### config.mk
export PLATFORM = sky130hd
export DESIGN_NAME = wb_regfile
export DESIGN_NICKNAME = d
export VERILOG_FILES = /design/src/rtl/wb_regfile.sv
export SDC_FILE = /design/constraint.sdc
export NUM_CORES = 2
export LEC_CHECK = 0
export ABC_AREA = 1
export CELL_PAD_IN_SITES_DETAIL_PLACEMENT = 0
export CELL_PAD_IN_SITES_GLOBAL_PLACEMENT = 1
export CORE_MARGIN = 1.5
export CORE_UTILIZATION = 45
export CTS_CLUSTER_SIZE = 20
export DETAILED_ROUTE_END_ITERATION = 6
export PLACE_DENSITY = 0.84
export SLEW_MARGIN = 20
export SYNTH_ARGS = -nofsm -noshare
export SYNTH_HDL_FRONTEND = slang
export SYNTH_SLANG_ARGS = --single-unit
### constraint.sdc
create_clock -name clk -period 48.6 [get_ports clk]
set_clock_uncertainty 0.2 [all_clocks]
set_input_delay 7.29 -clock clk [delete_from_list [all_inputs] [get_ports clk]]
set_output_delay 7.29 -clock clk [all_outputs]
set_load 0.02 [all_outputs]
### src/rtl/wb_regfile.sv
// Write-back stage: selects the commit value and owns the 32x32 register file.
// Read ports bypass the pending write so ID sees it in the same cycle.
module wb_regfile (
   input  logic        clk,
   input  logic        reset,
   input  logic [31:0] iResult,
   input  logic [31:0] iControlSignal,
   input  logic [4:0]  iRegAddress,
   input  logic [31:0] iReadData,
   input  logic [31:0] iPC_plus_4,
   input  logic [4:0]  iReadAddr1,
   input  logic [4:0]  iReadAddr2,
   output logic [31:0] oReadData1,
   output logic [31:0] oReadData2,
   output logic [31:0] oWbData,
   output logic [4:0]  oWbAddr,
   output logic        oWbEn
);

   logic        reg_write;
   logic [1:0]  mem_to_reg;
   logic [1:0]  load_size;
   logic        unused_ctrl;

   assign reg_write   = iControlSignal[0];
   assign mem_to_reg  = iControlSignal[2:1];
   assign load_size   = iControlSignal[4:3];
   assign unused_ctrl = ^iControlSignal[31:5];

   logic [7:0]  ld_byte;
   logic [15:0] ld_half;
   logic [31:0] ld_data;

   always_comb begin
      ld_byte = iReadData[7:0];
      unique case (iResult[1:0])
         2'b00: ld_byte = iReadData[7:0];
         2'b01: ld_byte = iReadData[15:8];
         2'b10: ld_byte = iReadData[23:16];
         2'b11: ld_byte = iReadData[31:24];
         default: ld_byte = iReadData[7:0];
      endcase
   end

   // Halfword lane ignores iResult[0]; misalignment is not trapped here
   assign ld_half = iResult[1] ? iReadData[31:16] : iReadData[15:0];

   always_comb begin
      ld_data = iReadData;
      unique case (load_size)
         2'b00: ld_data = iReadData;
         2'b01: ld_data = {{24{ld_byte[7]}}, ld_byte};
         2'b10: ld_data = {24'd0, ld_byte};
         2'b11: ld_data = {{16{ld_half[15]}}, ld_half};
         default: ld_data = iReadData;
      endcase
   end

   always_comb begin
      oWbData = iResult;
      unique case (mem_to_reg)
         2'b01:   oWbData = ld_data;
         2'b10:   oWbData = iPC_plus_4;
         default: oWbData = iResult;
      endcase
   end

   assign oWbAddr = iRegAddress;
   assign oWbEn   = reg_write & (|iRegAddress);

   logic [31:0] regs [32];

   always_ff @(posedge clk or posedge reset) begin
      if (reset) begin
         for (int i = 0; i < 32; i++) regs[i] <= '0;
      end else if (oWbEn) begin
         regs[iRegAddress] <= oWbData;
      end
   end

   always_comb begin
      oReadData1 = regs[iReadAddr1];
      if (iReadAddr1 == 5'd0)
         oReadData1 = '0;
      else if (oWbEn && (iReadAddr1 == oWbAddr))
         oReadData1 = oWbData;
   end

   always_comb begin
      oReadData2 = regs[iReadAddr2];
      if (iReadAddr2 == 5'd0)
         oReadData2 = '0;
      else if (oWbEn && (iReadAddr2 == oWbAddr))
         oReadData2 = oWbData;
   end

endmodule

==> impl_metrics.yaml <==
cells_and_area:
  layout-drive-gt1-share_pct: 4.85
  fin_nets: 8448
  largest_reg_flops: 1024
  fillers: 12900
  top_register: "regs"
  syn_to_final_growth_pct: 10.3
  reg_top3: "regs x1024"
floorplan:
  num_rows: 132
  dieArea_um2: 132000
  boundaryPins: 247
  initial_core_util_pct: 45.2
  fp.dieW_um: 364
  core_area_um2: 129000
  die_h_um: 364
route:
  wl_um: 243000
  first_pass_iters: 7
  drt-initial-drc-count: 8981
  viasPerCell: 5.94
  vias: 60200
  routedWlPerCell_um: 23.9
  drc: 4
  ant_nets: 0
yosys:
  ys.warnings.count: 0
  netlist_area_um2: 58500
  async_flop_share_pct: 100
  synth_cells: 8658
  synth.top_cell.area_share_pct: 43.8
  synthDistinctLibCells: 27
  syn_avg_cell_area_um2: 6.76
  synth_area_leader_cell: "dfrtp_1"
  synth_common_cells: "nand2_1 (3464), nand3_1 (1862), dfrtp_1 (1024)"
  ys_seq_elements: 1024
  postSynthNetCount: 8805
  synth_flop_cell: "dfrtp_1"
  synth_edf_count: 0
  ys_seq_area_share_pct: 43.8
  ys_top_cells_by_area: "dfrtp_1 (44%), nand2_1 (22%), nand3_1 (16%)"
  synth.most_common_cell: "nand2_1"
power:
  internal_power_mw: 1.76
  p_leak_nw: 30.2
  p_clk_share_pct: 33.8
  seq_power_share_pct: 43.8
  pwr-share-comb_pct: 22.4
  cellPowerDensity_nw_per_um2: 41.0
  switching_share_pct: 33.6
  p_switching_mw: 0.888
  vdd_drop_max_mv: 0.0293
global_routing:
  grtUsageMet1_pct: 46.9
  grt_start_max_net_pins: 170
  met3_usage_pct: 6.21
  antenna_found_initial: 2
  grt_pass1_wl_um: 360000
  grt_pass1_vias: 56300
  grt_most_used_layer: "met2"
  grt_usage_pct: 36.2
  grt.met2_usage_pct: 57.8
  grt_overflow: 0
sta:
  finalHoldViolCount: 0
  fin_setup_tns_ps: 0
  setup_viol: 0
  fin_crit_ps: 19540
  max_freq_ghz: 0.0512
  relSlewSlack_pct: 18.5
  rsz0062_at_grt: "no"
  worst_pin_slew_ps: 1220
  report.final.slew_viol_count: 0
  whs_ps: 176
  post-route-period-util_pct: 40.2
clock_network:
  clk_latency_ps: 740
  root_buffer: "clkbuf_16"
  cts.sinks: 1024
  cts_tree: "built"
  post_cts_resized: 0
  htree_num_levels: 3
  postCtsSetupBuffers: 0
  cts_buffer_depth: 3
  hold_buffers: 0
  path_clk_slew_ps: 60
  cts_buffers: 115
setup_path:
  cp_cell_sequence: "buf_8 -> buf_12 -> buf_4 -> buf_4 -> nand2_1 -> nand3_1 -> nand3_1 -> nand3_1 -> nand2_1 -> nor2_1 -> nor2_1 -> nor2_1 -> clkdlybuf4s50_1"
  crit_slowest_cell: "buf_4"
  path_class: "input pin to primary output"
  cp.arrival_ps: 12050
  startpoint_type: "input pin"
  critPathMaxStageDelay_ps: 840
  critPathCaptureType: "primary output"
  critPathMaxFanout: 168
  critPathRequiredTime_ps: 41110
placement:
  port_buffers: 219
  dp_hpwl_um: 124000
  globalplace.congestion: 0.883
flow_run:
  max-cap-violations: 0
run_status:
  violations: "design-rule violations"
  status: "finished with violations"
min_path:
  hold_class: "register to register"
## cell families after synthesis
kind of cell | Yosys count | synth area share [%]
xor+xnor | 4 | 0.0599
simple gates | 5657 | 40.8
fa+ha+maj | 2 | 0.0428
flops | 1024 | 43.8
compound gates | 1046 | 8.95
buf+inv | 925 | 6.40
## power groups by stage
stage / Sequential [mW] / Combinational [mW] / Clock [mW]
after floorplan: 1.14 / 0.421 / 0
after global placement: 1.16 / 0.573 / 0
after detailed placement: 1.16 / 0.585 / 0
after CTS: 1.15 / 0.586 / 0.902
after global routing: 1.18 / 0.669 / 0.937
final: 1.16 / 0.592 / 0.894
## placed cells by master (no fill, tap or decap)
cell,n
nand2_1,3460
nand3_1,1858
dfrtp_1,1024
o21ai_0,912
nor2_1,235
clkdlybuf4s50_1,209
clkbuf_16,117
inv_1,111
buf_4,98
o21ai_1,90
a21oi_1,44
nand2_4,31
or2_2,30
clkbuf_8,29
clkbuf_1,27
nand2_2,22
clkinv_2,20
inv_2,9
nor3_2,7
bufinv_16,7
inv_6,6
diode_2,5
inv_8,5
buf_12,5
xor2_1,4
nand3_2,4
buf_8,4
inv_4,3
nor3_4,3
nand4_1,3
buf_6,3
clkinv_1,2
nor3_1,2
ha_1,2
nor2_2,1
nand2_8,1
inv_16,1
clkinvlp_4,1
## per-layer routing
metal / vias to the layer above / part of all wire [%]
met5: - / 0
met2: 3512 / 45
met3: 717 / 10
met4: 0 / 6.0
li1: 27500 / -
met1: 28500 / 39
## critical path: cells and delay by family
family / cells / cell delay [ps]
and+or+nand+nor: 8 / 1010
buffers and inverters: 5 / 3480
## per-stage QoR
stage	utilization [%]	cell area (um2)	setup WS [ps]	instances	power (mW)
finish	49.9	64500	29060	10100	2.64
global route	49.9	64500	28940	10100	2.79
CTS	49.9	64500	29200	10100	2.64
detailed placement	46.9	60700	29200	9926	1.75
global placement	46.9	60700	29130	9926	1.73
floorplan	-	58500	12290	8658	1.56
## area by class of cell
cell class	count	area, um2	area share (%)
clock inverter	33	373	0.578
clock buffer	173	3430	5.31
antenna	5	12.5	0.0194
sequential	1024	25600	39.7
multi-input combinational	6709	29400	45.5
timing repair buffer	319	3020	4.68
tap	1742	2180	3.38
inverter	132	551	0.853
## path summary, 6_finish.rpt
check                                        end  cells past startpoint                   from  slack (ps)
max                               oReadData2[19]                     13          iReadAddr2[0]       29060
min                        regs[993]$_DFFE_PP0P_                      0  regs[993]$_DFFE_PP0P_         180
max reg2reg                regs[165]$_DFFE_PP0P_                      2  regs[165]$_DFFE_PP0P_       47610
min reg2reg                regs[993]$_DFFE_PP0P_                      0  regs[993]$_DFFE_PP0P_         180
max in group asynchronous  regs[563]$_DFFE_PP0P_                      5                  reset       38110
min in group asynchronous  regs[961]$_DFFE_PP0P_                      2                  reset        6880
Note: power is estimated with default switching activity, not from simulation.
